**src/rtl/cp0_pkg.sv**
```systemverilog
// Shared CP0 definitions: register numbers, field positions, ExcCodes and
// packed views of the SR/Cause state plus helpers that expand them to 32 bits.
package cp0_pkg;

  localparam logic [4:0] CP0_COUNT   = 5'd9;
  localparam logic [4:0] CP0_COMPARE = 5'd11;
  localparam logic [4:0] CP0_SR      = 5'd12;
  localparam logic [4:0] CP0_CAUSE   = 5'd13;
  localparam logic [4:0] CP0_EPC     = 5'd14;
  localparam logic [4:0] CP0_PRID    = 5'd15;

  localparam int SR_IM_LO     = 10;
  localparam int SR_EXL       = 1;
  localparam int SR_IE        = 0;
  localparam int CAUSE_BD     = 31;
  localparam int CAUSE_IP_LO  = 10;
  localparam int CAUSE_EXC_LO = 2;

  localparam logic [4:0] EXC_INT     = 5'd0;
  localparam logic [4:0] EXC_ADEL    = 5'd4;
  localparam logic [4:0] EXC_ADES    = 5'd5;
  localparam logic [4:0] EXC_SYSCALL = 5'd8;
  localparam logic [4:0] EXC_RI      = 5'd10;
  localparam logic [4:0] EXC_OV      = 5'd12;

  typedef struct packed {
    logic [5:0] im;
    logic       exl;
    logic       ie;
  } sr_t;

  typedef struct packed {
    logic       bd;
    logic [5:0] ip;
    logic [4:0] exc;
  } cause_t;

  function automatic logic [31:0] sr_word(sr_t s);
    logic [31:0] w;
    w = '0;
    w[SR_IM_LO +: 6] = s.im;
    w[SR_EXL]        = s.exl;
    w[SR_IE]         = s.ie;
    return w;
  endfunction

  function automatic logic [31:0] cause_word(cause_t c);
    logic [31:0] w;
    w = '0;
    w[CAUSE_BD]           = c.bd;
    w[CAUSE_IP_LO +: 6]   = c.ip;
    w[CAUSE_EXC_LO +: 5]  = c.exc;
    return w;
  endfunction

endpackage

```
**src/rtl/cp0_timer.sv**
```systemverilog
// Count/Compare timer with a sticky TI flag; only instantiated when
// CP0_TIMER_EN is defined.
module cp0_timer
  import cp0_pkg::*;
(
  input  logic        clk,
  input  logic        reset,
  input  logic        wr_en,
  input  logic [4:0]  wr_addr,
  input  logic [31:0] wr_data,
  output logic [31:0] count,
  output logic [31:0] compare,
  output logic        ti
);

  always_ff @(posedge clk) begin
    if (reset) begin
      count   <= '0;
      compare <= 32'hFFFF_FFFF;
      ti      <= 1'b0;
    end else begin
      // a software load of Count overrides the free-running increment
      if (wr_en && wr_addr == CP0_COUNT) count <= wr_data;
      else                               count <= count + 32'd1;
      if (wr_en && wr_addr == CP0_COMPARE) begin
        compare <= wr_data;
        ti      <= 1'b0;
      end else if (count == compare) begin
        ti <= 1'b1;
      end
    end
  end

endmodule

```
**src/rtl/cp0_unit.sv**
```systemverilog
// Coprocessor 0 at the M stage: exception/interrupt decision (Req), SR/Cause/
// EPC/PRId, mfc0/mtc0 and eret. Optional timer via macro CP0_TIMER_EN.
module cp0_unit
  import cp0_pkg::*;
#(
  parameter logic [31:0] PRID     = 32'h2021_0007,
  parameter int          HW_INT_W = 6
) (
  input  logic                clk,
  input  logic                reset,
  input  logic [4:0]          A1,
  input  logic [4:0]          A2,
  input  logic [31:0]         Din,
  input  logic                we,
  input  logic [31:0]         pc_M,
  input  logic                bd_in,
  input  logic [4:0]          ExcCode_in,
  input  logic [HW_INT_W-1:0] HWInt,
  input  logic                eret,
  output logic                Req,
  output logic [31:0]         EPC,
  output logic [31:0]         Dout
);

  sr_t           sr;
  cause_t        cause;
  logic [31:0]   epc;
  logic [5:0]    hw_eff;
  logic          int_req;
  logic          exc_req;
  logic          mtc0;

  assign mtc0 = we & ~Req;

`ifdef CP0_TIMER_EN
  logic [31:0] count, compare;
  logic        ti;

  cp0_timer u_timer (
    .clk     (clk),
    .reset   (reset),
    .wr_en   (mtc0),
    .wr_addr (A2),
    .wr_data (Din),
    .count   (count),
    .compare (compare),
    .ti      (ti)
  );

  assign hw_eff = HWInt | {ti, 5'b0};
`else
  assign hw_eff = HWInt;
`endif

  assign int_req = (|(hw_eff & sr.im)) & sr.ie & ~sr.exl;
  assign exc_req = (ExcCode_in != EXC_INT) & ~sr.exl;
  assign Req     = int_req | exc_req;
  assign EPC     = epc;

  always_ff @(posedge clk) begin
    if (reset) begin
      sr    <= '0;
      cause <= '0;
      epc   <= '0;
    end else begin
      cause.ip <= hw_eff;
      if (Req) begin
        sr.exl    <= 1'b1;
        cause.exc <= int_req ? EXC_INT : ExcCode_in;
        cause.bd  <= bd_in;
        epc       <= bd_in ? pc_M - 32'd4 : pc_M;
      end else begin
        if (mtc0 && A2 == CP0_SR) begin
          sr.im  <= Din[SR_IM_LO +: 6];
          sr.exl <= Din[SR_EXL];
          sr.ie  <= Din[SR_IE];
        end
        if (mtc0 && A2 == CP0_EPC) epc <= {Din[31:2], 2'b00};
        // placed after the SR write so eret wins over a same-cycle mtc0 SR
        if (eret) sr.exl <= 1'b0;
      end
    end
  end

  always_comb begin
    Dout = '0;
    case (A1)
      CP0_SR:      Dout = sr_word(sr);
      CP0_CAUSE:   Dout = cause_word(cause);
      CP0_EPC:     Dout = epc;
      CP0_PRID:    Dout = PRID;
`ifdef CP0_TIMER_EN
      CP0_COUNT:   Dout = count;
      CP0_COMPARE: Dout = compare;
`endif
      default:     Dout = '0;
    endcase
  end

endmodule

```
**config.mk**
```make
export PLATFORM = sky130hd
export DESIGN_NAME = cp0_unit
export DESIGN_NICKNAME = d
export VERILOG_FILES = /design/src/rtl/cp0_pkg.sv /design/src/rtl/cp0_timer.sv /design/src/rtl/cp0_unit.sv
export SDC_FILE = /design/constraint.sdc
export NUM_CORES = 1
export LEC_CHECK = 0
export BUFFER_PORTS_ARGS = -buffer_cell sky130_fd_sc_hd__buf_4
export CORE_UTILIZATION = 42
export DETAILED_ROUTE_END_ITERATION = 10
export PLACE_DENSITY = 0.74
export SYNTH_ARGS = -nofsm -noshare
export SYNTH_HDL_FRONTEND = slang
export SYNTH_SLANG_ARGS = --single-unit
```
**constraint.sdc**
```tcl
create_clock -name clk -period 2.9 [get_ports clk]
set_input_delay 0.87 -clock clk [delete_from_list [all_inputs] [get_ports clk]]
set_output_delay 0.87 -clock clk [all_outputs]
set_load 0.01 [all_outputs]
```
==> results <==
- The run finished with clean final reports.
- The final antenna-violating net count is 0.
- The post-route netlist has 38.00% of its cells at a drive strength greater than 1.
- Across all setup checks in the final design, the least slack found is 0.02746 ns.
- Setup violations remaining at the end of the flow were counted as 0.
- The routed length on met1 is 4481 microns.
- The worst setup path is launched from an input port.
- The total routing resource utilization after global routing is 25.24%.
- The via count is 3428.
- For this run, the slowest stage of the critical path takes 0.54 ns.
- The number of cells on the worst reg-to-reg path is 7.
- The final critical delay including setup and external delays is 2.873 ns.
- The actual slew at the worst max-slew pin is 0.5724 ns.
- The post-synthesis net count is 475.
- In this run, post-CTS hold repair placed 0 buffers.
- Before antenna repair, the detailed router went through 4 iterations.
- The number of warnings printed during yosys synthesis is 0.
- The count of buffers added on input and output ports is 154.
- The die boundary width is 88.34 microns.
- After detailed routing, the met3 layer carries 369 microns of wire.
- The highest metal layer carrying signal wires in the routed design is met4.
- After synthesis the netlist holds a flip-flop and latch count of 52.
- By area the synthesized netlist is led by dfxtp_1, a211oi_1, nor2b_1.
- Yosys mapped the design onto 39 distinct sky130hd cell types.
- In this run the mean area of a mapped cell was 8.152 sq um.
- The most critical setup path has its startpoint at ExcCode_in[4].
- In the routed design, unresolved DRC markers number 0.
- The maximum clock skew at final layout is 0.009865 ns.
- CTS built an H-tree with a depth of 2.
- In this run the static leakage power is 1.962 nW.
- The destination of the critical timing path is Req.
- The post-detailed-route via-to-cell ratio is 5.282.
- The clock transition at the registers of the reported paths is 0.09 ns.
- The maximum number of buffers from clock root to sink is 2.
- The standard cell area after detailed placement is 4556 sq um.
- Clock tree synthesis inserted a total of 5 buffers.
- The initial antenna violation count is 0.
- The cell area that synthesis handed to floorplanning was 3131 sq um.
- The cell that appears most often on the critical path is buf_6.
- The initial utilization of the core area, before any placement, comes to 43.39%.
- Total power for the finished layout comes to 1.654 mW.
- The dominant cell type by area after synthesis is dfxtp_1.
- Walking the worst path, the cells encountered are buf_6, or4_4, nor2_4, a21o_1, clkinv_2, buf_6.
- Counting every sink on the clock net gives 52.
- The most common cell in the synthesized netlist is dfxtp_1.
- The clock reaches the later pin of the worst-skew pair after 0.30 ns.
- Routability-driven placement finished with a final weighted congestion of 0.9243.
- The layout-stage area growth over the synthesis result is 49.36%.
- The wire-length estimate of the detail-placed layout is 7746 microns.
- The antenna diode count is 0.
- The critical path in this run is classified as in2out.
- After global routing the overflow that remains totals 0.
- Setup repair after global routing could not meet its margin everywhere.
- The via count of the first global-routing pass came to 3169.
- Dividing total power by cell area gives a power density of 353.8 nW/um^2.
- For this block, the initial DRC count from the detailed router was 160.
- The TritonCTS clock tree is yes.
- Static timing analysis puts the maximum clock frequency at 0.3481 GHz.
- After routing the design area is 4676 sq um.
- The share of synthesized area in the top cell type comes to 33.25%.
- Timing analysis after detailed placement gives a worst setup slack of -0.2981 ns.
- The wire length on met2 is 4935 microns.
- Cells fill 64.81% of the core in the end.
- In the synthesized netlist, the number of instances is 384.
- The final-report max-slew violation count came to 0.
- The largest fanout on the critical path is 2.
- After floorplanning, the core was sized to cover 7214 sq um.
- The first global-routing pass estimated 15380 microns of wire.
- The total of fill cells in the finished design is 649.
- The count of endpoints failing hold in the final timing report is 0.
- Broken down by cell family, the worst path's largest delay share belongs to simple AND/OR/NAND/NOR gates.
- STA classifies the critical path endpoint as a primary output.
- The largest net degree at the start of global routing is 56.
- The number of max-capacitance violations reported is 0.
- The floorplan has 31 rows.
- At the worst endpoint, the required time is 2.03 ns.
- The I/O pin count is 155.
- The final period utilization is 99.05%.
- Counting instances in the post-synthesis netlist gives the leading cell types as dfxtp_1, a211oi_1, nor2_1, nor2b_1, clkbuf_1.
- The critical path arrival is 2.00 ns.
- The worst hold path passes through 2 cells.
- The worst min-delay path category is reg2reg.
- The share of synthesized area occupied by flip-flops and latches is 33.25%.
- For this run, the post-layout net count is 641.
- The worst reg-to-reg setup slack is 0.88 ns.
- Dividing the detail-routed wire length by the instance count gives 15.42 microns.
- The peak supply drop is 0.1941 mV.
- The floorplan step defined a die boundary enclosing 7803 sq um.
- Among all stages on the critical path, the largest delay is contributed by or4_4.
- Counting buffers and inverters, the worst setup path is 6 cells deep.
- Summed over all layers, the routed wires come to 10010 microns.
- The worst pin sits at a relative slew slack of 61.49%.
- In this run the clock root is driven by a clkbuf_8.
- In the synthesized netlist the dominant register cell turns out to be dfxtp_1.
- The sum of buffers and inverters on the critical path is 3.
- Across all hold checks on the routed design, the worst slack comes to 0.4594 ns.
- The end of the worst register-to-register path is EPC[14].
- In this run the vertical extent of the chip is 88.34 microns.
- The startpoint of the worst-slack reg-to-reg timing path is sr[2].
- The share of synthesized flip-flops with an asynchronous set or reset is 0%.
- The synthesized design contains 0 enable-type register cells.
layout make-up:
type                    instances  area (sq um)  share of cell area (%)
multi-input cells             299          1986                   42.47
repair buffers                186          1420                   30.37
flip-flops and latches         52          1041                   22.26
well taps                      99         123.9                   2.649
clock buffers                   5         68.82                   1.472
inverters                       6         23.77                  0.5084
clock inverters                 2         12.51                  0.2676
layout by cell type (no fill, tap or decap), types with 4 or more instances in the layout:
cell type  netlist  final
or3_1            4      4
or4_1            5      4
buf_4            0    182
nand2_1         16     16
xnor2_1         20     20
o21ai_0          5      5
and2_1          15     15
nand3_1          5      5
dfxtp_1         52     52
nor3_1           8      8
or4_4            3      4
clkbuf_8         0      5
nor2b_1         33     33
a22oi_1          5      5
inv_1            5      5
nor4_1          13     13
a21oi_1         18     18
xor2_1           6      6
nor2_1          45     44
mux2i_1         20     20
a211oi_1        50     50
state kept, by name (all words and copies together) (netlist names):
register  count
cause        12
sr            8
EPC          32
repair_timing:
item,4_1_cts,5_1_grt
pin swaps,2,1
buffers inserted,1,1
endpoints found under the setup margin,1,2
resized for setup,6,1
hold endpoints to repair,0,0
per-layer routing:
layer  up-vias  global-route usage (%)
met2        97                   43.08
li1       1715                       -
met1      1600                   33.79
met3        16                   3.172
met4         0                   6.305
met5         -                       0
cell families (layout without fill, tap and decap cells):
group                      Yosys count  in the layout  synth area share [%]
buffers and inverters               33            199                 3.996
AOI/OAI and AO/OA                   89             89                 19.90
and+or+nand+nor                    162            162                 28.42
muxes                               21             21                 6.755
DFF                                 52             52                 33.25
adders and majority gates            1              1                0.3996
xor gates and xnor gates            26             26                 7.274
how the worst min path moves through the flow:
stage	end	startpoint	slack, ns
final	cause[2]	cause[2]	0.46
after global routing	cause[11]	cause[11]	0.49
after CTS	cause[2]	cause[2]	0.46
after detailed placement	cause[0]	cause[0]	0.45
after global placement	cause[1]	cause[1]	0.44
after floorplan	cause[0]	cause[0]	0.43
worst reg2reg max path, delay by kind of cell, from the launching register on:
family          cells  cell delay, ns
compound gates      5            1.16
buf+inv             2            0.39
flops               1            0.34
power by group:
group          leakage [nW]  internal, mW  switching, mW
clock network        0.0400         0.164          0.231
registers             0.431         0.768         0.0395
logic                  1.49         0.241          0.211
total                  1.96          1.17          0.482
stage by stage:
stage	setup TNS (ns)	std cells
global route	-0.01762	649
floorplan	-0.2329	384
finish	0	649
CTS	0	648
global placement	-0.4602	640
detailed placement	-0.7872	640
No activity file was read; power rests on OpenSTA's default activity.
